**config.mk**
```make
export PLATFORM = sky130hd
export DESIGN_NAME = u109_pci_arbiter
export DESIGN_NICKNAME = d
export VERILOG_FILES = /design/src/rtl/u109_pci_arbiter.sv
export SDC_FILE = /design/constraint.sdc
export NUM_CORES = 1
export LEC_CHECK = 0
export CAP_MARGIN = 20
export CORE_MARGIN = 2
export CORE_UTILIZATION = 36
export CTS_CLUSTER_SIZE = 25
export DETAILED_ROUTE_END_ITERATION = 10
export SLEW_MARGIN = 25
export SYNTH_ARGS = -nofsm -noshare
export SYNTH_HDL_FRONTEND = slang
export SYNTH_SLANG_ARGS = --single-unit
```
**constraint.sdc**
```tcl
create_clock -name pciclk_i -period 7.8 [get_ports pciclk_i]
set_input_delay 1.56 -clock pciclk_i [delete_from_list [all_inputs] [get_ports pciclk_i]]
set_output_delay 1.56 -clock pciclk_i [all_outputs]
set_load 0.02 [all_outputs]
```
**src/rtl/u109_pci_arbiter.sv**
```systemverilog
// Round-robin PCI bus arbiter for NUM_REQ masters plus the host bridge (agent NUM_REQ).
// Owners hand over through one all-high turnaround clock; a latency timer bounds bus hold time.
//
//   state | meaning
//   PARK  | no owner; host grant driven while nobody requests
//   GRANT | owner_q holds the bus (grant may be withdrawn after latency expiry)
//   TURN  | all grants high; winner_q latched, waiting for an idle bus
module u109_pci_arbiter #(
  parameter int NUM_REQ   = 4,
  parameter int LAT_TIMER = 16,
  parameter int ID_W      = 3
) (
  input  logic               pciclk_i,
  input  logic               nreset_i,
  input  logic [NUM_REQ-1:0] nreq_i,
  input  logic               nhostreq_i,
  input  logic               nframe_i,
  input  logic               nirdy_i,
  input  logic               fifo_busy_i,
  output logic [NUM_REQ-1:0] ngnt_o,
  output logic               nhostgnt_o,
  output logic [ID_W-1:0]    gnt_id_o,
  output logic               busidle_o,
  output logic               lat_exp_o
);

  localparam int              NAG      = NUM_REQ + 1;
  localparam logic [ID_W-1:0] HOST_ID  = ID_W'(NUM_REQ);
  localparam logic [7:0]      LAT_LAST = 8'(LAT_TIMER - 1);

  localparam logic [1:0] ST_PARK  = 2'd0;
  localparam logic [1:0] ST_GRANT = 2'd1;
  localparam logic [1:0] ST_TURN  = 2'd2;

  logic [1:0]         state_q, state_d;
  logic [ID_W-1:0]    owner_q, owner_d;
  logic [ID_W-1:0]    winner_q, winner_d;
  logic [ID_W-1:0]    ptr_q, ptr_d;
  logic [7:0]         cnt_q, cnt_d;
  logic               frame_seen_q, frame_seen_d;
  logic               expired_q, expired_d;
  logic               gnt_off_q, gnt_off_d;
  logic               park_gnt_q, park_gnt_d;
  logic               busidle_q;
  logic               lat_exp_q, lat_exp_d;
  logic [NUM_REQ-1:0] ngnt_q, ngnt_d;
  logic               nhostgnt_q, nhostgnt_d;
  logic [ID_W-1:0]    gnt_id_q, gnt_id_d;

  logic [NUM_REQ:0]   req;
  logic [NUM_REQ:0]   owner_mask;
  logic               req_owner;
  logic               other_req;
  logic               pick_found;
  logic [ID_W-1:0]    pick_id;
  logic               handover;
  logic               count_en;

  assign req = {~nhostreq_i, ~nreq_i};

  always_comb begin
    owner_mask = '0;
    for (int i = 0; i < NAG; i++) begin
      owner_mask[i] = (owner_q == ID_W'(i));
    end
  end

  assign req_owner = |(req & owner_mask);
  assign other_req = |(req & ~owner_mask);

  // First requester at or after ptr_q, wrapping through the host slot.
  always_comb begin
    logic [ID_W-1:0] idx;
    pick_found = 1'b0;
    pick_id    = '0;
    idx        = ptr_q;
    for (int k = 0; k < NAG; k++) begin
      if (!pick_found && req[idx]) begin
        pick_found = 1'b1;
        pick_id    = idx;
      end
      idx = (idx == HOST_ID) ? '0 : idx + ID_W'(1);
    end
  end

  always_comb begin
    state_d      = state_q;
    owner_d      = owner_q;
    winner_d     = winner_q;
    ptr_d        = ptr_q;
    cnt_d        = cnt_q;
    frame_seen_d = frame_seen_q;
    expired_d    = expired_q;
    gnt_off_d    = gnt_off_q;
    park_gnt_d   = park_gnt_q;
    lat_exp_d    = 1'b0;
    handover     = 1'b0;
    count_en     = 1'b0;

    case (state_q)
      ST_PARK: begin
        if (pick_found && !fifo_busy_i) begin
          park_gnt_d = 1'b0;
          if (pick_id == HOST_ID) begin
            state_d      = ST_GRANT;
            owner_d      = HOST_ID;
            ptr_d        = '0;
            cnt_d        = '0;
            frame_seen_d = 1'b0;
            expired_d    = 1'b0;
            gnt_off_d    = 1'b0;
          end else begin
            state_d  = ST_TURN;
            winner_d = pick_id;
          end
        end else begin
          park_gnt_d = park_gnt_q | ~pick_found;
        end
      end

      ST_GRANT: begin
        handover = (!req_owner || expired_q) && busidle_q && !fifo_busy_i;
        if (handover) begin
          if (pick_found) begin
            state_d  = ST_TURN;
            winner_d = pick_id;
          end else begin
            state_d    = ST_PARK;
            park_gnt_d = 1'b0;
          end
        end else begin
          frame_seen_d = frame_seen_q | ~nframe_i;
          count_en     = other_req && (frame_seen_q || !nframe_i) && !expired_q;
          if (count_en) begin
            if (cnt_q == LAT_LAST) begin
              lat_exp_d = 1'b1;
              expired_d = 1'b1;
            end else begin
              cnt_d = cnt_q + 8'd1;
            end
          end
          // An expired owner loses GNT only once the FIFO burst is finished.
          if (expired_d && !fifo_busy_i) begin
            gnt_off_d = 1'b1;
          end
        end
      end

      ST_TURN: begin
        if (busidle_q && !fifo_busy_i) begin
          state_d      = ST_GRANT;
          owner_d      = winner_q;
          ptr_d        = (winner_q == HOST_ID) ? '0 : winner_q + ID_W'(1);
          cnt_d        = '0;
          frame_seen_d = 1'b0;
          expired_d    = 1'b0;
          gnt_off_d    = 1'b0;
        end
      end

      default: begin
        state_d = ST_PARK;
      end
    endcase
  end

  always_comb begin
    ngnt_d     = '1;
    nhostgnt_d = 1'b1;
    gnt_id_d   = HOST_ID;
    if (state_d == ST_GRANT) begin
      gnt_id_d = owner_d;
      if (!gnt_off_d) begin
        nhostgnt_d = (owner_d != HOST_ID);
        for (int i = 0; i < NUM_REQ; i++) begin
          ngnt_d[i] = (owner_d != ID_W'(i));
        end
      end
    end else if (state_d == ST_PARK && park_gnt_d) begin
      nhostgnt_d = 1'b0;
    end
  end

  always_ff @(posedge pciclk_i or negedge nreset_i) begin
    if (!nreset_i) begin
      state_q      <= ST_PARK;
      owner_q      <= HOST_ID;
      winner_q     <= HOST_ID;
      ptr_q        <= '0;
      cnt_q        <= '0;
      frame_seen_q <= 1'b0;
      expired_q    <= 1'b0;
      gnt_off_q    <= 1'b0;
      park_gnt_q   <= 1'b0;
      busidle_q    <= 1'b0;
      lat_exp_q    <= 1'b0;
      ngnt_q       <= '1;
      nhostgnt_q   <= 1'b1;
      gnt_id_q     <= HOST_ID;
    end else begin
      state_q      <= state_d;
      owner_q      <= owner_d;
      winner_q     <= winner_d;
      ptr_q        <= ptr_d;
      cnt_q        <= cnt_d;
      frame_seen_q <= frame_seen_d;
      expired_q    <= expired_d;
      gnt_off_q    <= gnt_off_d;
      park_gnt_q   <= park_gnt_d;
      busidle_q    <= nframe_i & nirdy_i;
      lat_exp_q    <= lat_exp_d;
      ngnt_q       <= ngnt_d;
      nhostgnt_q   <= nhostgnt_d;
      gnt_id_q     <= gnt_id_d;
    end
  end

  assign ngnt_o     = ngnt_q;
  assign nhostgnt_o = nhostgnt_q;
  assign gnt_id_o   = gnt_id_q;
  assign busidle_o  = busidle_q;
  assign lat_exp_o  = lat_exp_q;

endmodule

```
-- Word-level counts from Yosys, hierarchy flattened
Cells that the tools add are included.
Widths: inputs -> output; s select.
- register bits: 33
- input port bits: 10
- logic and storage cells: 179
- output and inout bits: 10
- bitwise gates (word level): 10
- order comparisons: 5
- reductions and logical operators: 35
- muxes and demuxes: 82
- eq/ne operators: 27
- add/subtract/negate cells: 6
- operators by type and width (kind ; count):
    $mux 3 ; 21
    $mux 8 ; 6
    $mux 1 ; 34
    $pmux 8 s3 ; 1
    $eq 3x3->1 const B ; 7
    $lt 3x4->1 const B ; 5
    $ne 2x2->1 const B ; 9
    $pmux 3 s2 ; 3
    $add 3x1->3 const B ; 5
    $bmux 1 s3 ; 5
    $logic_and 1x1->1 ; 12
    $and 5x5->5 ; 2
    $mux 2 ; 5
    $reduce_and 5->1 ; 2
    $reduce_or 5->1 ; 2
    $pmux 1 s3 ; 3
    $add 8x1->8 const B ; 1
    $eq 8x4->1 const B ; 1
    $logic_not 1->1 ; 8
    $mux 4 ; 2
    $reduce_and 7->1 ; 1
    $eq 3x2->1 const B ; 2
    $ne 3x2->1 const B ; 2
    $pmux 2 s3 ; 1
    17 further kinds ; 25

-- Depth between registers and ports, before layout
Gate-level depths: netlist of the first run.
- depth after elaboration: 24
- mapped depth: 19
- mapped depth without buffers: 18

-- Worst setup path before layout of the first run
OpenSTA, ideal clock, no wires.
- path kind: register -> register
- start point: register ptr_q[0]
- end point: register ngnt_q[0], in the netlist ngnt_o[0]
- setup time: 94 ps
- arrival: 4616 ps
- path buffers: 1
- path slack: 3090 ps
- required time: 7706 ps
- clock period less this slack: 4710 ps
- stages on the path, launching flop included: 19
- path through: dfrtp_1 -> clkbuf_1 -> inv_1 -> ha_1 -> a21oi_1 -> inv_1 -> ha_1 -> o21ai_0 -> o2bb2ai_2 -> inv_1 -> ha_1 -> nor4b_1 -> a2111oi_1 -> a311o_1 -> nor4_1 -> a21oi_2 -> a21oi_4 -> o31ai_4 -> or4_1
- cells in the longest elaborated chain, start to end: 22
- elaborated cells on any way between the ends: 57
- those cells by class: 4 x add/sub; 6 x eq/ne; 37 x mux; 10 x reduce/logical
- RTL lines (what ; RTL line ; RTL):
    from (decl) ; 38 ; logic [ID_W-1:0] ptr_q, ptr_d;
    from (signal assigned) ; 204 ; ptr_q <= ptr_d;
    parallel branches: the longest is 17 deep, another holds $add 3x1->3 ; -- ;
    $mux 3 * ; 102 ; if (pick_found && !fifo_busy_i) begin
    $pmux 3 s2 * ; 100 ; case (state_q)
    net owner_d[0] ; 36 ; logic [ID_W-1:0] owner_q, owner_d;
    $reduce_bool 3->1 * ; 176 ; ngnt_d[i] = (owner_d != ID_W'(i));
    $mux 4 * ; 173 ; if (!gnt_off_d) begin
    $mux 4 * ; 171 ; if (state_d == ST_GRANT) begin
    net ngnt_d[0] ; 46 ; logic [NUM_REQ-1:0] ngnt_q, ngnt_d;
    to (signal assigned) ; 212 ; ngnt_q <= ngnt_d;
    to (decl) ; 46 ;
Mark *: on every way through the listed nets, which the timed path passes. The select of a mux whose other input is x is not followed.
A chain may end at the register's enable or synchronous reset.

-- Final worst setup path of the first run
Ends and elaborated chain as after synthesis.

==> results of run 1 <==
## registers in the layout (all words and copies together), names as in the netlist, 2 cells and up
register / cells
ptr_q: 3
gnt_id_o: 3
state_q: 2
winner_q: 3
ngnt_o: 4
cnt_q: 8
owner_q: 3
## per-stage QoR
step | instance area, um2 | util
floorplan | 2535 | -
global placement | 2809 | 0.4134
detailed placement | 2809 | 0.4134
CTS | 2917 | 0.4293
global route | 2917 | 0.4293
finish | 2917 | 0.4293
## kinds of logic after synthesis
| group | Yosys count | synth area share |
|---|---|---|
| buf+inv | 29 | 0.04393 |
| mux | 19 | 0.08342 |
| xor+xnor | 1 | 0.003456 |
| compound gates | 91 | 0.2754 |
| simple gates | 97 | 0.2147 |
| fa+ha+maj | 10 | 0.04936 |
| flops | 33 | 0.3297 |
## path summary, 6_finish.rpt
kind | depth (start not counted) | endpoint | slack (ps) | from
setup / recovery | 18 | ngnt_o[0] | 2510 | ptr_q[0]
min in group asynchronous | 2 | winner_q[1] | 1670 | nreset_i
hold reg to reg | 1 | frame_seen_q | 500 | frame_seen_q
hold / removal | 1 | frame_seen_q | 500 | frame_seen_q
setup reg to reg | 18 | ngnt_o[0] | 2510 | ptr_q[0]
max in group asynchronous | 2 | ngnt_o[3] | 5790 | nreset_i
## layout by cell type (no fill, tap or decap), types with 8 or more instances in the layout
master	count
clkdlybuf4s50_1	19
dfstp_2	8
nand2_1	23
nor2_1	11
and2_1	8
and3_1	8
a21oi_1	18
inv_1	18
ha_1	10
mux2i_1	11
o21ai_0	15
dfrtp_1	25
## worst max-delay path: cells and delay by family (launching register included)
kind            cells  cell delay (ps)
compound gates      9             2220
fa+ha+maj           3              900
buf+inv             3              370
flops               1              640
simple gates        3             1060
## metal layers
metal / part of all wire / vias up / track usage
met2: 0.46 / 76 / 0.2521
met1: 0.46 / 1031 / 0.2349
li1: - / 1082 / -
met3: 0.063 / 9 / 0.03676
met4: 0.014 / 0 / 0.04476
met5: 0 / - / 0
## area by class of cell
type,count,area share
clock buffers,6,0.02488
flip-flops and latches,33,0.2866
inverters,18,0.02317
multi-input cells,218,0.5444
clock inverters,2,0.01201
well taps,96,0.04118
repair buffers,20,0.06778
## power by group through the flow
| stage | Sequential [uW] | Clock (uW) | Combinational, uW |
|---|---|---|---|
| 2_1_floorplan | 270 | 0 | 662 |
| 3_3_place_gp | 297 | 0 | 823 |
| 3_5_place_dp | 296 | 0 | 814 |
| 4_1_cts | 293 | 160 | 818 |
| 5_1_grt | 303 | 167 | 914 |
| 6_report | 295 | 156 | 826 |
==> metrics.md, run 1 <==
| Metric | Value |
|---|---|
| Clock Latency Late Sink | `280 ps` |
| Setup slack after layout | `roughly 2500 ps` |
| PwrDens | `438.0 nW/um2` |
| Clock transition at path regs | `around 70 ps` |
| Synth unique cells | `71` |
| Leakage | `0.001214 uW` |
| Avg Synthesized Cell Area | `~9.1 um2` |
| Initial Utilization | `0.3731` |
| Critical path endpoint category | `register` |
| CTS H-tree lvls | `2` |
| Initial antenna violation count | `0` |
| Final setup TNS | `0 ps` |
| Mapped Area | `between 2000 and 3000 um2` |
| Crit start category | `register` |
| Drt first pass iters | `5` |
| Hold Path Class | `register to register` |
| Final ANT Viol Nets | `0` |
| Clock group share of total power | `0.122` |
| Crit-path max FO | `15` |
| Fillcell total | `642` |
| Io pins | `20` |
| Syn Inst Count | `280` |
| Pint | `668.2 uW` |
| FP Rows | `30` |
| Top cells by count, synth | `25 x dfrtp_1, 23 x nand2_1, 18 x a21oi_1, 18 x inv_1, 15 x o21ai_0` |
| Post-synth top area share | `0.2468` |
| Commonest register cell after synthesis | `dfrtp_1` |
| Cells after DPL | `385` |
| Syn. warnings | `0` |
| Register share of total power | `0.231` |
| Via count | `2198` |
| WHS | `just under 500 ps` |
| Total Wirelength | `5897 um` |
| Cell taking the most area after synthesis | `dfrtp_1` |
| Fmax | `189.1 MHz` |
| Largest net degree at the start of global routing | `34` |
| Sequential Area | `835.8 um2` |
| Yosys reg bits | `33` |
| Least-Margin Pin Slew | `between 800 and 900 ps` |
| Vias in the first global route | `2058` |
| Syn nets | `300` |
| Number of diodes | `0` |
| DR DRC count | `0` |
| Die area | `about 7700 um2` |
| Async set-reset flop share out of synthesis | `1.000` |
| Area of the multi-input gates | `1588 um2` |
| Post-CTS sizing | `0` |
| RSZ-0062 raised after global routing | `false` |
| Hold Fails Final Rpt | `0` |
| Setup WS pre-CTS | `2626 ps` |
| Skew final | `13.29 ps` |
| Sw Ratio | `0.4770` |
| Count leader, synth | `dfrtp_1` |
| Total chip power | `1277 uW` |
| Post-CTS Repair Setup Buffers | `0` |
| Layout overhead on the synthesized area | `15.05%` |
| Share of cells above drive strength 1 | `0.1481` |
| Post-DP HPWL | `4385 um` |
| Sequential share of the synthesized area | `0.3297` |
| Rel. slew slack | `0.4213` |
| VDD IR max | `0.1598 mV` |
| Psw | `a little over 600 uW` |
| Final RePlAce weighted congestion | `0.8939` |
| DRT iter0 DRCs | `about 230` |
| Critical Path AT | `5480 ps` |
| Max cap viols | `0` |
| Final setup fails | `0` |
| Chip Width | `87.92 um` |
| Fin. max-slew vios | `0` |
| Critical path class | `register to register` |
| EDFF count, synth | `0` |
| Average wire per standard cell | `15.01 um` |
| Nets | `316` |
| Max clock buf depth | `2` |
| Min Clock Period, post-route | `5287 ps` |
| Global route overflow | `0` |
| First-pass GRT wire length | `9984 um` |
| Synth top area cells | `dfrtp_1 25%, dfstp_2 8.3%, ha_1 4.9%` |
| Clk sinks | `33` |
| Status | `finished clean` |
| Worst path required time | `~8000 ps` |
| Die H | `87.92 um` |
| CP Cell Sequence | `inv_1, ha_1, a21oi_1, inv_1, ha_1, o21ai_0, o2bb2ai_2, inv_1, ha_1, nor4b_1, a2111oi_1, a311oi_2, a2111oi_1, a311oi_2, nand3_2, a21oi_4, o31ai_4, or4_1` |
| Post-Layout Cell Count | `393` |
| TritonCTS clock tree | `yes` |
| Vias/cell | `approximately 5.6` |
| Total CTS buffers | `5` |
| Buffers on Ports | `19` |
| Gr usage total | `0.1646` |
| Hold buffer count at cts | `0` |
| Root Driver | `clkbuf_8` |
| Gate power share | `0.647` |
| Max incr delay on CP | `approximately 640 ps` |
| Critical Path Slowest Stage Cell | `dfrtp_1` |
| Fin crit share | `0.6778` |
| Core Box Area | `6794 um2` |
(Power assumes the default switching activity.)
==> run 2, diff against run 1 <==
==> constraint.sdc (replaced) <==
create_clock -name pciclk_i -period 4.9 [get_ports pciclk_i]
set_input_delay 0.98 -clock pciclk_i [delete_from_list [all_inputs] [get_ports pciclk_i]]
set_output_delay 0.98 -clock pciclk_i [all_outputs]
set_load 0.02 [all_outputs]
==> metrics.md, run 2 (synthesis results as in run 1) <==
| Metric | Value |
|---|---|
| CTS H-tree lvls | `2 (unchanged)` |
| Critical Path AT | `4790 ps (-690 ps)` |
| Core Box Area | `6794 um2 (unchanged)` |
| Gr usage total | `0.1736 (+0.009046)` |
| Max clock buf depth | `2 (unchanged)` |
| Total Wirelength | `6378 um (+8.2%)` |
| Reg-to-Reg Start | `ptr_q[1]` |
| Io pins | `20 (unchanged)` |
| Fin. max-slew vios | `0 (unchanged)` |
| Post-DP HPWL | `4622 um (+5.4%)` |
| Layout Utilization | `0.4379 (+0.008655)` |
| Nets | `323 (+2.2%)` |
| Die area | `7729 um2 (unchanged)` |
| Chip Width | `87.92 um (unchanged)` |
| Crit start category | `register` |
| Max incr delay on CP | `440 ps (-200 ps)` |
| TritonCTS clock tree | `yes` |
| VDD IR max | `0.2102 mV (+32%)` |
| Worst Hold Path Cells | `1 (unchanged)` |
| Rel. slew slack | `0.5786 (+0.1573)` |
| RSZ-0062 raised after global routing | `true` |
| Average wire per standard cell | `15.95 um (+6.3%)` |
| Final ANT Viol Nets | `0 (unchanged)` |
| Leading cell types in the layout, fill and taps excluded | `25 x dfrtp_1, 23 x nand2_1, 19 x clkdlybuf4s50_1` |
| Fmax | `216.3 MHz (+14%)` |
| Initial Utilization | `0.3731 (unchanged)` |
| CP Depth | `18 (unchanged)` |
| Grt peak-use layer | `met2` |
| Max cap viols | `0 (unchanged)` |
| CP Cell Sequence | `inv_1, ha_1, a21oi_1, inv_1, ha_1, o21ai_0, o2bb2ai_2, inv_1, ha_1, nor4b_2, a2111oi_2, a311o_1, nor4_2, a311oi_2, nand3_2, a21oi_4, nor2_2, mux2_2` |
| Die H | `87.92 um (unchanged)` |
| Biggest register | `cnt_q` |
| Critical Path Slowest Stage Cell | `dfrtp_1` |
| Final setup TNS | `0 ps (unchanged)` |
| Critical path endpoint category | `register` |
| Buffers on Ports | `19 (unchanged)` |
| Fin crit share | `0.9434 (+0.2656)` |
| R2R depth | `18 (unchanged)` |
| Initial antenna violation count | `0 (unchanged)` |
| Cells after DPL | `390 (+1.3%)` |
| Via count | `2290 (+4.2%)` |
| Post-Layout Cell Count | `400 (+1.8%)` |
| Final setup fails | `0 (unchanged)` |
| Clk sinks | `33 (unchanged)` |
| Hold Path Class | `register to register` |
| Largest register FFs | `8 (unchanged)` |
| Vias/cell | `5.725 (+2.4%)` |
| R2r setup slk | `280 ps (-2240 ps)` |
| FP Rows | `30 (unchanged)` |
| Share of cells above drive strength 1 | `0.1842 (+0.03606)` |
| Number of diodes | `0 (unchanged)` |
| Worst Path Buf+Inv | `3 (unchanged)` |
| PwrDens | `690.6 nW/um2 (+58%)` |
| Largest net degree at the start of global routing | `34 (unchanged)` |
| Leakage | `0.001246 uW (+2.7%)` |
| Root Driver | `clkbuf_8` |
| Least-Margin Pin Slew | `625.5 ps (-220.7 ps)` |
| Met1 Track Usage GR | `0.2378 (+0.002936)` |
| Grt met3 use | `0.02922 (-0.007540)` |
| WHS Endpoint | `frame_seen_q` |
| WHS | `498.3 ps (+2.909 ps)` |
| First-pass GRT wire length | `10440 um (+4.6%)` |
| Status | `finished clean` |
| Clock transition at path regs | `60 ps (about the same)` |
| Total CTS buffers | `5 (unchanged)` |
| Worst path required time | `5070 ps (-2920 ps)` |
| Drt first pass iters | `5 (unchanged)` |
| CP delay by family, top | `compound AO/OA/AOI/OAI gates` |
| DR DRC count | `0 (unchanged)` |
| Hold buffer count at cts | `0 (unchanged)` |
| Min Clock Period, post-route | `4623 ps (-664.0 ps)` |
| Total chip power | `2055 uW (+61%)` |
| Commonest non-fill, non-tap cell in the layout | `dfrtp_1` |
| DRT iter0 DRCs | `179 (-21%)` |
| Layout overhead on the synthesized area | `17.37%` |
| Final RePlAce weighted congestion | `0.9162 (+2.5%)` |
| M2 GR Usage | `0.2775 (+0.02548)` |
| Hold Fails Final Rpt | `0 (unchanged)` |
| Skew final | `9.278 ps (-4.013 ps)` |
| Clock Latency Late Sink | `290 ps (about the same)` |
| HP Start | `frame_seen_q` |
| Critical path class | `register to register` |
| Vias in the first global route | `2152 (+4.6%)` |
| Crit-path max FO | `9 (-6)` |
| R2R Path End | `ptr_q[2]` |
| Global route overflow | `0 (unchanged)` |
## run 2: worst max-delay path by stage
stage | from | end | slack (ps)
6_report | ptr_q[1] | ptr_q[2] | 280
5_1_grt | ptr_q[1] | ngnt_o[0] | -40
4_1_cts | ptr_q[1] | ngnt_o[0] | 210
3_5_place_dp | ptr_q[1] | ngnt_o[0] | 220
3_3_place_gp | ptr_q[1] | ptr_q[2] | 380
2_1_floorplan | ptr_q[0] | ngnt_o[0] | 190
## run 2: worst reg2reg max path: cells and delay by family, from the launching register on
family	cells	cell delay, ps
DFF	1	440
and+or+nand+nor	4	1210
adders and majority gates	3	850
AOI/OAI and AO/OA	7	1310
muxes	1	380
buffers and inverters	3	320
## run 2: layout make-up
cell class	count	area [um2]
Inverter	18	67.56
Multi-Input combinational cell	218	1615
Fill cell	671	3819
Clock buffer	5	68.82
Clock inverter	3	17.52
Sequential cell	33	835.8
Tap cell	96	120.1
Timing Repair Buffer	27	250.2
## run 2: timing repair
item,CTS,global route
setup endpoints to repair,0,12
gates resized for setup,0,5
buffers inserted,0,2
## run 2: where the power goes
part / switching (uW) / internal [uW] / leakage (uW) / total [uW]
clock network: 106 / 98.0 / 0.0000439 / 204
registers: 81.2 / 361 / 0.000415 / 442
logic: 822 / 587 / 0.000787 / 1410
## run 2: metal layers
| layer | share of wire | vias to the layer above |
|---|---|---|
| met2 | 0.48 | 71 |
| met1 | 0.46 | 1119 |
| met5 | 0 | - |
| li1 | - | 1092 |
| met3 | 0.052 | 8 |
| met4 | 0.015 | 0 |
## run 2: through the flow
step	instance area, um2	setup WS, ps
after floorplan	2535	190.2
after global placement	2846	377.5
after detailed placement	2846	221.0
after CTS	2933	214.0
after global routing	2975	-44.59
final	2975	277.1
==> run 3, diff against run 2 <==
--- a/config.mk
+++ b/config.mk
@@ -8,9 +8,10 @@
 export CAP_MARGIN = 20
 export CORE_MARGIN = 2
 export CORE_UTILIZATION = 36
-export CTS_CLUSTER_SIZE = 25
+export CTS_CLUSTER_SIZE = 28
 export DETAILED_ROUTE_END_ITERATION = 10
 export SLEW_MARGIN = 25
 export SYNTH_ARGS = -nofsm -noshare
 export SYNTH_HDL_FRONTEND = slang
 export SYNTH_SLANG_ARGS = --single-unit
+export TNS_END_PERCENT = 30
==> results of run 3 <==
No change in the layout: final DEF, timing and power equal those of run 2.
